### src/rtl/circle_ctrl.sv
// circle_ctrl: step scheduler for the rotating-segment animation.
//
// Turns a run/stop button, a reverse button and a 2-bit speed select into a
// one-cycle advance strobe, a direction bit and a lap position for the
// 7-segment display driver.
//
// Build option: define CIRCLE_CTRL_DEBOUNCE_EN to insert a DEB_CYCLES-long
// debouncer between each button synchroniser and its edge detector. Without
// it the edge detector works straight off the synchroniser output.
//
// Reset is synchronous and active low; every register, including the
// synchronisers, debouncers, divider and hold counter, clears at that edge.

module circle_ctrl #(
    parameter int BASE_DIV      = 4,   // step period in clocks at speed 0
    parameter int HOLD_STEPS    = 2,   // step periods paused before a reversal
    parameter int STEPS_PER_LAP = 16,  // positions around the circle
    parameter int DEB_CYCLES    = 4,   // debounce length (debouncer builds only)
    parameter int DIV_W         = 8,   // must hold (BASE_DIV << 3) - 1
    parameter int POS_W         = 4    // $clog2(STEPS_PER_LAP)
) (
    input  logic             clk_i,
    input  logic             rst_ni,
    input  logic             btn_run_i,
    input  logic             btn_dir_i,
    input  logic [1:0]       speed_i,
    output logic             step_o,
    output logic             dir_o,
    output logic [POS_W-1:0] pos_o,
    output logic             lap_o,
    output logic [1:0]       state_o
);

    // ------------------------------------------------------------------
    // Elaboration-time parameter sanity checks
    // ------------------------------------------------------------------
    if (BASE_DIV < 1) begin : g_chk_base_div
        $error("circle_ctrl: BASE_DIV must be >= 1");
    end
    if (HOLD_STEPS < 1) begin : g_chk_hold_steps
        $error("circle_ctrl: HOLD_STEPS must be >= 1");
    end
    if (STEPS_PER_LAP < 2) begin : g_chk_steps_per_lap
        $error("circle_ctrl: STEPS_PER_LAP must be >= 2");
    end
    if (DEB_CYCLES < 1) begin : g_chk_deb_cycles
        $error("circle_ctrl: DEB_CYCLES must be >= 1");
    end
    if (((BASE_DIV << 3) - 1) >= (1 << DIV_W)) begin : g_chk_div_w
        $error("circle_ctrl: DIV_W too narrow for the slowest period");
    end
    if (POS_W != $clog2(STEPS_PER_LAP)) begin : g_chk_pos_w
        $error("circle_ctrl: POS_W must equal $clog2(STEPS_PER_LAP)");
    end

    typedef enum logic [1:0] {
        ST_STOP = 2'b00,
        ST_RUN  = 2'b01,
        ST_HOLD = 2'b10
    } state_t;

    localparam int HOLD_W = (HOLD_STEPS > 1) ? $clog2(HOLD_STEPS) : 1;

    // Bit 0 carries the run/stop button, bit 1 the reverse button.
    localparam int BTN_RUN = 0;
    localparam int BTN_DIR = 1;

    // ------------------------------------------------------------------
    // Button front end: synchroniser -> optional debouncer -> edge detect
    // ------------------------------------------------------------------
    logic [1:0] btn_raw;
    logic [1:0] sync1_q;
    logic [1:0] sync2_q;
    logic [1:0] level;
    logic [1:0] level_q;
    logic [1:0] ev_q;
    logic       run_ev;
    logic       dir_ev;

    assign btn_raw = {btn_dir_i, btn_run_i};

    // Two-flop synchroniser for both asynchronous buttons.
    always_ff @(posedge clk_i) begin
        if (!rst_ni) begin
            sync1_q <= '0;
            sync2_q <= '0;
        end else begin
            // NOTE: non-blocking assignments let sync2_q take the old sync1_q,
            // giving two real flop stages; blocking would collapse them into one.
            sync1_q <= btn_raw;
            sync2_q <= sync1_q;
        end
    end

`ifdef CIRCLE_CTRL_DEBOUNCE_EN
    localparam int DEB_W = (DEB_CYCLES > 1) ? $clog2(DEB_CYCLES) : 1;

    logic [1:0]       deb_q;
    logic [DEB_W-1:0] deb_cnt_q [2];

    // Debouncer: the level follows the synchroniser only once it has
    // disagreed with the current level for DEB_CYCLES consecutive cycles.
    always_ff @(posedge clk_i) begin
        if (!rst_ni) begin
            deb_q <= '0;
            // NOTE: this two-entry counter array is ordinary flops rather than
            // a RAM, so it is cleared by reset like any other register.
            for (int b = 0; b < 2; b++) begin
                deb_cnt_q[b] <= '0;
            end
        end else begin
            for (int b = 0; b < 2; b++) begin
                if (sync2_q[b] == deb_q[b]) begin
                    deb_cnt_q[b] <= '0;
                end else if (deb_cnt_q[b] == DEB_W'(DEB_CYCLES - 1)) begin
                    deb_q[b]     <= sync2_q[b];
                    deb_cnt_q[b] <= '0;
                end else begin
                    deb_cnt_q[b] <= deb_cnt_q[b] + DEB_W'(1);
                end
            end
        end
    end

    assign level = deb_q;
`else
    assign level = sync2_q;
`endif

    // Rising-edge detect; the event is registered so it is a clean strobe.
    always_ff @(posedge clk_i) begin
        if (!rst_ni) begin
            level_q <= '0;
            ev_q    <= '0;
        end else begin
            level_q <= level;
            ev_q    <= level & ~level_q;
        end
    end

    assign run_ev = ev_q[BTN_RUN];
    assign dir_ev = ev_q[BTN_DIR];

    // ------------------------------------------------------------------
    // Divider and position helpers
    // ------------------------------------------------------------------
    state_t           state_q;
    logic [DIV_W-1:0] div_q;
    logic [DIV_W-1:0] period_q;
    logic [DIV_W-1:0] period_cur;
    logic [DIV_W-1:0] div_inc;
    logic             tc;
    logic [HOLD_W-1:0] hold_cnt;
    logic [POS_W-1:0] pos_next;
    logic             lap_next;

    // Period in force for this cycle: a fresh period samples speed_i at
    // div_q==0, otherwise the value latched at the start of the period holds.
    always_comb begin
        // NOTE: every signal gets a default before any condition, so no
        // path leaves it unassigned and no latch is inferred.
        period_cur = period_q;
        if (div_q == '0) begin
            period_cur = DIV_W'(BASE_DIV) << speed_i;
        end
        tc      = (state_q != ST_STOP) && (div_q == period_cur - DIV_W'(1));
        div_inc = tc ? '0 : div_q + DIV_W'(1);
    end

    // Next position and lap flag for a step in the current direction,
    // wrapping modulo STEPS_PER_LAP rather than 2**POS_W.
    always_comb begin
        pos_next = pos_o;
        lap_next = 1'b0;
        if (!dir_o) begin
            if (pos_o == POS_W'(STEPS_PER_LAP - 1)) begin
                pos_next = '0;
                lap_next = 1'b1;
            end else begin
                pos_next = pos_o + POS_W'(1);
            end
        end else begin
            if (pos_o == '0) begin
                pos_next = POS_W'(STEPS_PER_LAP - 1);
                lap_next = 1'b1;
            end else begin
                pos_next = pos_o - POS_W'(1);
            end
        end
    end

    // ------------------------------------------------------------------
    // Control FSM with registered outputs
    // ------------------------------------------------------------------

    // STOP/RUN/HOLD sequencing, divider, hold counter, direction and position.
    always_ff @(posedge clk_i) begin
        if (!rst_ni) begin
            state_q  <= ST_STOP;
            div_q    <= '0;
            period_q <= '0;
            hold_cnt <= '0;
            step_o   <= 1'b0;
            lap_o    <= 1'b0;
            dir_o    <= 1'b0;
            pos_o    <= '0;
        end else begin
            step_o <= 1'b0;
            lap_o  <= 1'b0;
            if (div_q == '0) begin
                period_q <= period_cur;
            end

            unique case (state_q)
                ST_STOP: begin
                    div_q <= '0;
                    if (dir_ev) begin
                        dir_o <= ~dir_o;
                    end
                    if (run_ev) begin
                        state_q <= ST_RUN;
                    end
                end

                ST_RUN: begin
                    div_q <= div_inc;
                    if (tc) begin
                        step_o <= 1'b1;
                        lap_o  <= lap_next;
                        pos_o  <= pos_next;
                    end
                    if (run_ev) begin
                        // A simultaneous reverse press is applied on the way out.
                        state_q <= ST_STOP;
                        div_q   <= '0;
                        if (dir_ev) begin
                            dir_o <= ~dir_o;
                        end
                    end else if (dir_ev) begin
                        state_q  <= ST_HOLD;
                        div_q    <= '0;
                        hold_cnt <= '0;
                    end
                end

                ST_HOLD: begin
                    div_q <= div_inc;
                    if (run_ev) begin
                        // Stopping commits the pending reversal unless the
                        // reverse button was pressed again in the same cycle.
                        state_q <= ST_STOP;
                        div_q   <= '0;
                        if (!dir_ev) begin
                            dir_o <= ~dir_o;
                        end
                    end else if (dir_ev) begin
                        // Second reverse press cancels the reversal.
                        state_q <= ST_RUN;
                        div_q   <= '0;
                    end else if (tc) begin
                        if (hold_cnt == HOLD_W'(HOLD_STEPS - 1)) begin
                            dir_o   <= ~dir_o;
                            state_q <= ST_RUN;
                            div_q   <= '0;
                        end else begin
                            hold_cnt <= hold_cnt + HOLD_W'(1);
                        end
                    end
                end

                default: begin
                    state_q <= ST_STOP;
                    div_q   <= '0;
                end
            endcase
        end
    end

    assign state_o = state_q;

endmodule
### config.mk
export PLATFORM = sky130hd
export DESIGN_NAME = circle_ctrl
export DESIGN_NICKNAME = d
export VERILOG_FILES = /design/src/rtl/circle_ctrl.sv
export SDC_FILE = /design/constraint.sdc
export NUM_CORES = 1
export LEC_CHECK = 0
export ABC_AREA = 1
export CAP_MARGIN = 40
export CORE_MARGIN = 2
export CORE_UTILIZATION = 52
export DETAILED_ROUTE_END_ITERATION = 7
export GPL_ROUTABILITY_DRIVEN = 0
export MAX_ROUTING_LAYER = met4
export PLACE_DENSITY = 0.82
export SETUP_SLACK_MARGIN = 0.3
export SKIP_CTS_REPAIR_TIMING = 1
export SYNTH_ARGS = -nofsm -noshare
export SYNTH_HDL_FRONTEND = slang
export SYNTH_SLANG_ARGS = --single-unit
### constraint.sdc
create_clock -name clk_i -period 6.8 [get_ports clk_i]
set_input_delay 1.36 -clock clk_i [delete_from_list [all_inputs] [get_ports clk_i]]
set_output_delay 1.36 -clock clk_i [all_outputs]
set_load 0.02 [all_outputs]
# Word-level counts from Yosys, hierarchy flattened

Index checks and enable logic that the tools add are counted.

Register bits after elaboration: 34
Output and inout bits: 9
Logic and storage cells: 89

Add/sub/neg operators: 5
Eq/ne operators: 16
Shifts and indexed selects: 1
Muxes and demuxes: 39
Bitwise operators: 3
Reductions and logical operators: 13

Operators with widths:

| kind                                              | count |
|---|---|
| 2-to-1 mux 8 bit                                  | 8 |
| 2-to-1 mux 1 bit                                  | 17 |
| case mux 8 bit (2 select lines)                   | 1 |
| 2-to-1 mux 2 bit                                  | 7 |
| inequality test 2 bit (second input constant)     | 7 |
| 2-to-1 mux 4 bit                                  | 3 |
| inequality test 3 bit (second input constant)     | 3 |
| adder 8 x 1 -> 8 bit (second input constant)      | 1 |
| == test 8 bit                                     | 1 |
| logical NOT 8 bit                                 | 1 |
| inequality test 4 bit (second input constant)     | 2 |
| left shift 3 x 2 -> 8 bit (first input constant)  | 1 |
| subtractor 8 x 1 -> 8 bit (second input constant) | 1 |
| case mux 2 bit (3 select lines)                   | 1 |
| AND reduction 6 bit                               | 1 |
| AND reduction 5 bit                               | 1 |
| adder 4 x 1 -> 4 bit (second input constant)      | 1 |
| == test 4 bit (second input constant)             | 1 |
| logical NOT 4 bit                                 | 1 |
| AND reduction 2 bit                               | 2 |
| AND reduction 4 bit                               | 1 |
| nonzero test 2 bit                                | 2 |
| subtractor 4 x 1 -> 4 bit (second input constant) | 1 |
| case mux 1 bit (3 select lines)                   | 1 |
| other kinds (11)                                  | 11 |

# Depth between registers and ports, before layout

Word-level depth: 11
Gate-level depth with buffers: 22

# Worst setup path after synthesis

No wires, ideal clock.

Kind: input to register
From: input port speed_i[0]
To: register pos_o[0]
Library setup time: 0.120 ns
Data arrival time: 2.453 ns
Path slack: 4.227 ns
Cell stages on the path: 15
Cells stage by stage: inv_1 -> nor2_1 -> nand2_2 -> nand2_2 -> inv_1 -> nand3_1 -> nand2_1 -> nand2_1 -> nand2_2 -> nor2_4 -> nand2_4 -> nor2_8 -> nand3_1 -> nand2_1 -> a21oi_1

Cells in the longest elaborated chain, start to end: 6

RTL lines:

| element                       | RTL line | source |
|---|---|---|
| start: declaration            | 26       | `input logic [1:0] speed_i,` |
| left shift 3 x 2 -> 8 bit     | 164      | `period_cur = DIV_W'(BASE_DIV) << speed_i;` |
| 2-to-1 mux 8 bit              | 163      | `if (div_q == '0) begin` |
| subtractor 8 x 1 -> 8 bit     | 166      | `tc = (state_q != ST_STOP) && (div_q == period_cur - DIV_W'(1));` |
| == test 8 bit                 | 166      |  |
| logical AND 1 bit             | 166      |  |
| AND reduction 2 bit (no line) | -        |  |
| end signal: assignment        | 230      | `pos_o <= pos_next;` |
| end: declaration              | 29       | `output logic [POS_W-1:0] pos_o,` |

No other way between the ends.
A chain may end at the register's enable or synchronous reset.

# Worst setup path in the final report

From: input port speed_i[0]
To: register state_q[0], in the netlist state_o[0]

Cells in the longest elaborated chain, start to end: 7

RTL lines:

| element                         | RTL line | source |
|---|---|---|
| left shift 3 x 2 -> 8 bit       | 164      |  |
| 2-to-1 mux 8 bit                | 163      |  |
| subtractor 8 x 1 -> 8 bit       | 166      |  |
| == test 8 bit                   | 166      |  |
| logical AND 1 bit               | 166      |  |
| inequality test 4 bit (no line) | -        |  |
| AND reduction 4 bit (no line)   | -        |  |
| end signal: assignment          | 199      | `state_q <= ST_STOP;` |
| end signal: assignment          | 221      | `state_q <= ST_RUN;` |
| end signal: assignment          | 234      | `state_q <= ST_STOP;` |
| end: declaration                | 147      | `state_t state_q;` |

No other way between the ends.

==> results.sh <==
export IMPL_cp_required_ps=7030
export IMPL_final_seq_area_um2=681
export IMPL_synth_cell_type_count=33
export IMPL_final_common_cell="nand2_1"
export IMPL_maxCapViolations=0
export IMPL_maxSlewViolCount=0
export IMPL_power_leakage_uw=0.00109
export IMPL_ys_seq_elements=34
export IMPL_yosys_warnings=0
export IMPL_port_buffer_count=14
export IMPL_cts_buffers=5
export IMPL_fp_row_count=22
export IMPL_coreArea_um2=3720
export IMPL_yosysSeqAreaShare_pct=33.6
export IMPL_cts_root_buf="clkbuf_8"
export IMPL_synth_area_um2=2030
export IMPL_total_power_uw=613
export IMPL_crit_chain="clkdlybuf4s50_1 -> inv_1 -> nor2_1 -> nand2_2 -> nand2_2 -> inv_1 -> nand3_1 -> nand2_1 -> nand2_1 -> nand2_2 -> nor2_1 -> nand3_1 -> nand3_2 -> nand2_1 -> nand2_1 -> nand2_1 -> nor2_1"
export IMPL_tns_ps=0
export IMPL_ios=15
export IMPL_r2r_start="div_q[0]$_SDFF_PN0_"
export IMPL_critPathLaunch="speed_i[0]"
export IMPL_worstHoldEndpoint="ev_q[0]$_SDFF_PN0_"
export IMPL_critical_path_slowest_cell="clkdlybuf4s50_1"
export IMPL_finClkSkew_ps=8.94
export IMPL_final_cell_mix="nand2_1, inv_1, nor2_1, dfxtp_1, nand3_1"
export IMPL_start_kind="primary input"
export IMPL_max_stage_delay_ps=500
export IMPL_drt_pass1_iter_count=5
export IMPL_grt_max_degree=17
export IMPL_grt_setup_unrepaired="false"
export IMPL_max_clock_freq_mhz=333
export IMPL_syn_instance_count=291
export IMPL_place_worst_setup_slack_ps=3520
export IMPL_reg2reg_slack_ps=4050
export IMPL_dieArea_um2=4410
export IMPL_syn_avg_cell_area_um2=6.97
export IMPL_path_buf_inv=3
export IMPL_peakVddDrop_uv=150
export IMPL_regToRegEndpoint="pos_o[0]$_SDFFE_PN0P_"
export IMPL_drive_gt1_share_pct=13.5
export IMPL_utilization_pct=62.4
export IMPL_relSlewSlack_pct=63.3
export IMPL_area_growth_pct=14.4
export IMPL_multiInputGateArea_um2=1130
export IMPL_die_h_um=66.4
export IMPL_finalCriticalPeriod_ps=3010
export IMPL_grt_pass1_vias=1610
export IMPL_worstHoldStart="level_q[0]$_SDFF_PN0_"
export IMPL_syn_nets=307
export IMPL_setup_violations_final=0
export IMPL_wl_per_cell_um=10.5
export IMPL_die_x_um=66.4
export IMPL_fin_crit_sh_pct=44.2
export IMPL_clockBufferDepth=2
export IMPL_gr_total_overflow=0
export IMPL_finalWirelength_mm=3.78
export IMPL_outcome="completed"
export IMPL_critical_path_top_delay_family="simple AND/OR/NAND/NOR gates"
export IMPL_start_util_pct=54.5
export IMPL_ant_nets=0
export IMPL_nFillCells=346
export IMPL_grt_pass1_wl_mm=6.81
export IMPL_clock_latency_ps=290
export IMPL_synthFlopType="dfxtp_1"
export IMPL_first_iter_violations=89
export IMPL_clk_pin_slew_ps=70
export IMPL_antenna_found_initial=0
export IMPL_ys_async_sr_fraction_pct=0
export IMPL_nets=325
export IMPL_cts_htree_levels=2
export IMPL_drc=0
export IMPL_cts_tree="yes"
export IMPL_end_kind="flip-flop"
export IMPL_worstPathMaxFanout=3
export IMPL_hp_class="reg -> reg"
export IMPL_grt_usage_pct=20.5
export IMPL_critPathKind="in -> reg"
export IMPL_worst_pin_slew_ps=549
export IMPL_clock_sinks=34
export IMPL_fin_ws_ps=3790
export IMPL_hold_depth=1
export IMPL_power_density_nw_per_um2=264
export IMPL_num_vias=1781
export IMPL_final_hold_viol_count=0
export IMPL_vias_per_cell=4.97
export IMPL_arrival_ps=3240
export IMPL_cp_common_cell="nand2_1"
export IMPL_dpl_hpwl_mm=2.78
export IMPL_diodes=0
export IMPL_ff2ff_path_depth=21
export IMPL_synth_edff_count=0
sequential cells by signal, indices dropped and copies added (netlist names):
signal	cells
lap_o	1
state_o	2
level_q	2
sync1_q	2
ev_q	2
dir_o	1
period_q	8
step_o	1
div_q	8
pos_o	4
level	2
hold_cnt	1
cell usage after synthesis, drive strengths merged, types with 2 or more instances:
cell type   n  area [um^2]
nand2      76          343
inv        51          191
nor2       47          235
dfxtp      34          681
nand3      23          120
ha         10          125
a21oi       9         45.0
o21ai       7         35.0
nor3        6         30.0
xor2        6         52.6
xnor2       5         43.8
nand4       4         25.0
a211oi      2         20.0
buf         2         18.8
worst register-to-register path, stage by stage (launching register included):
cell	delay, ps
dfxtp_1	360
inv_1	90
ha_1	240
nand2_2	80
nor2_2	40
nand2_2	250
nand2_1	160
ha_1	260
xnor2_1	210
inv_1	70
nand2_1	70
nand2_1	60
nor2_2	90
nand2_1	50
nor2_1	80
nand2_1	60
inv_2	70
nand2_4	70
nor2_8	130
nand3_1	80
nand2_1	60
a21oi_1	50
kinds of logic (layout without fill, tap and decap cells):
| group | count (synthesis) | after routing | share of synthesized area (%) |
|---|---|---|---|
| AND/OR/NAND/NOR | 157 | 157 | 37.5 |
| XOR/XNOR | 11 | 11 | 4.75 |
| adder cells (fa/ha/maj) | 10 | 10 | 6.17 |
| flip-flops | 34 | 34 | 33.6 |
| buffers and inverters | 55 | 74 | 10.7 |
| AO/OA/AOI/OAI | 24 | 24 | 7.22 |
through the flow:
step | cells | cell area, um^2 | hold WS (ps)
after global routing | 358 | 2320 | 399
after detailed placement | 350 | 2200 | 372
after floorplan | 291 | 2030 | 368
final | 358 | 2320 | 385
after global placement | 350 | 2200 | 370
after CTS | 358 | 2320 | 385
how the worst max path moves through the flow:
stage / to / slack (ps) / cells past startpoint
floorplan: pos_o[0]$_SDFFE_PN0P_ / 4230 / 15
global placement: pos_o[0]$_SDFFE_PN0P_ / 3610 / 16
detailed placement: pos_o[0]$_SDFFE_PN0P_ / 3520 / 16
CTS: state_o[0]$_SDFFE_PN0P_ / 3810 / 17
global route: state_o[0]$_SDFFE_PN0P_ / 3570 / 17
finish: state_o[0]$_SDFFE_PN0P_ / 3790 / 17
cell type report:
| cell class | instances | share of cell area, % |
|---|---|---|
| multi-input combinational | 202 | 48.7 |
| tap | 48 | 2.59 |
| inverter | 52 | 8.42 |
| clock inverter | 3 | 1.94 |
| sequential | 34 | 29.4 |
| timing repair buffer | 14 | 6.04 |
| clock buffer | 5 | 2.97 |
per-layer routing:
metal | wire length [um] | vias up | global-route usage [%]
li1 | - | 940 | -
met1 | 1830 | 778 | 25.6
met2 | 1680 | 48 | 32.3
met3 | 184 | 15 | 5.62
met4 | 79 | 0 | 6.89
met5 | 0 | - | -
report_power, final:
| group | switching (uW) | internal (uW) | leakage [uW] |
|---|---|---|---|
| registers | 15.6 | 212 | 0.000276 |
| clock network | 77.9 | 109 | 0.0000504 |
| logic | 125 | 73.7 | 0.000768 |
| total | 219 | 394 | 0.00109 |
No activity file was read; power rests on OpenSTA's default activity.
==> RTL edit, RTL diff (same flow settings) <==
The parameter `DIV_W` goes from 8 to 7.
--- a/src/rtl/circle_ctrl.sv
+++ b/src/rtl/circle_ctrl.sv
@@ -17,5 +17,5 @@
     parameter int STEPS_PER_LAP = 16,  // positions around the circle
     parameter int DEB_CYCLES    = 4,   // debounce length (debouncer builds only)
-    parameter int DIV_W         = 8,   // must hold (BASE_DIV << 3) - 1
+    parameter int DIV_W         = 7,   // must hold (BASE_DIV << 3) - 1
     parameter int POS_W         = 4    // $clog2(STEPS_PER_LAP)
 ) (
Formal check against the unedited RTL: same outputs for any inputs over 10 cycles, from zero or initial values and one cycle with rst_ni low; that may be too few to reach the edited logic, so the function may still have changed.
==> RTL edit against the unedited design <==
Non-clock buffer count is the same; power decreased by 9.9%; sequential cell count shrank 2; clock skew shrank 0.85 ps; worst setup slack improved by 45 ps; final cell count fell by 9.5%; via count shrank 8.8%; register-to-register slack better by 60 ps; die area fell by 7.7%; synthesized area down 8.1%; final area decreased by 9.1%; wire length down 5.2%; sequential power down 4%.
==> RTL edit: results (changes against the unedited design) <==
* Outcome: finished clean
* Fin Clk Skew at 8.096 ps (-0.8489 ps)
* Hold_ws at 387.4 ps (+2.773 ps)
* Vias in the first global route at 1415 (-12%)
* Total GRT Usage at 0.1966 (-0.008943)
* Adder and majority gate portion of the synthesized area at 0.06048 (-0.001245)
* CTS clk-pin slew, worst paths at 100 ps (+30 ps)
* CP peak stage delay at 470 ps (-30 ps)
* Met3 wire len at 147 µm (-20%)
* First-pass GRT wire length at 6120 µm (-10%)
* Hpwl dp at 2604 µm (-6.3%)
* Clock root buffer: clkbuf_4
* Wl on met1 at 1702 µm (-7.1%)
* Static Leakage at 0.9643 nW (-12%)
* Post-Synth XOR/XNOR Area at 0.04704 (-0.0004879)
* Reg2reg setup slack at 4110 ps (+60 ps)
* Synth top cells by count: 58 x nand2_1, 40 x inv_1, 36 x nor2_1
* Via Count at 1625 (-8.8%)
* Synth Area in Compound Gates at 0.08401 (+0.01178)
* Top post-synthesis cells by area: dfxtp_1 34%, nand2_1 12%, inv_1 8.1%
* Detailed Route Iter0 Violations at 105 (+18%)
* Syn Nets at 276 (-10%)
* Headroom to the max-slew limit at 0.6855 (+0.05266)
* Regs by FF count: div_q: 7 flops, period_q: 7 flops, pos_o: 4 flops
* CP Max Fanout at 7 (+4)
* Latest clock arrival within the worst-skew pair at 330 ps (+40 ps)
* Worst vdd ir at 0.09890 mV (-34%)
* Nets@finish at 292 (-10%)
* First-pass DRT Iterations at 6 (+1)
* Met2 Usage GRT at 0.2930 (-0.02953)
* Library cells used by synthesis at 35 (+6.1%)
* Placed insts at 316 (-9.7%)
* Reg2Reg Depth at 18 (-14%)
* Sequential area share after synthesis at 0.3441 (+0.008284)
* Grt met1 use at 0.2528 (-0.002761)
* Met3 usage in global routing at 0.03873 (-0.01749)
* Share of cells above drive strength 1 at 0.1151 (-0.02038)
* WL/cell at 11.05 µm (+4.8%)
RTL edit: changes by cell type in the layout (fill, tap and decap cells not counted), moves of 4 or more:
cell,delta
nor3_1,-4
inv_2,-7
nand2_2,-4
clkbuf_4,+5
clkbuf_8,-5
RTL edit: area by class of cell:
type / count / area share
Tap cell: 46 / 0.02730
Sequential cell: 32 / 0.3039
Clock buffer: 6 / 0.01958
Multi-Input combinational cell: 182 / 0.4914
Clock inverter: 2 / 0.01662
Inverter: 42 / 0.07478
Timing Repair Buffer: 14 / 0.06647
RTL edit: through the flow:
step                setup WS (ps)  instance area (µm²)  power, mW
floorplan                    4189                 1862     0.3684
CTS                          3854                 2108     0.5558
detailed placement           3507                 2032     0.4137
global placement             3571                 2032     0.4091
finish                       3838                 2108     0.5522
global route                 3702                 2108     0.5892
RTL edit: where the power goes:
group	internal (mW)	switching (mW)
Clock	0.0770	0.0648
Sequential	0.201	0.0167
Combinational	0.0697	0.123
Total	0.347	0.205
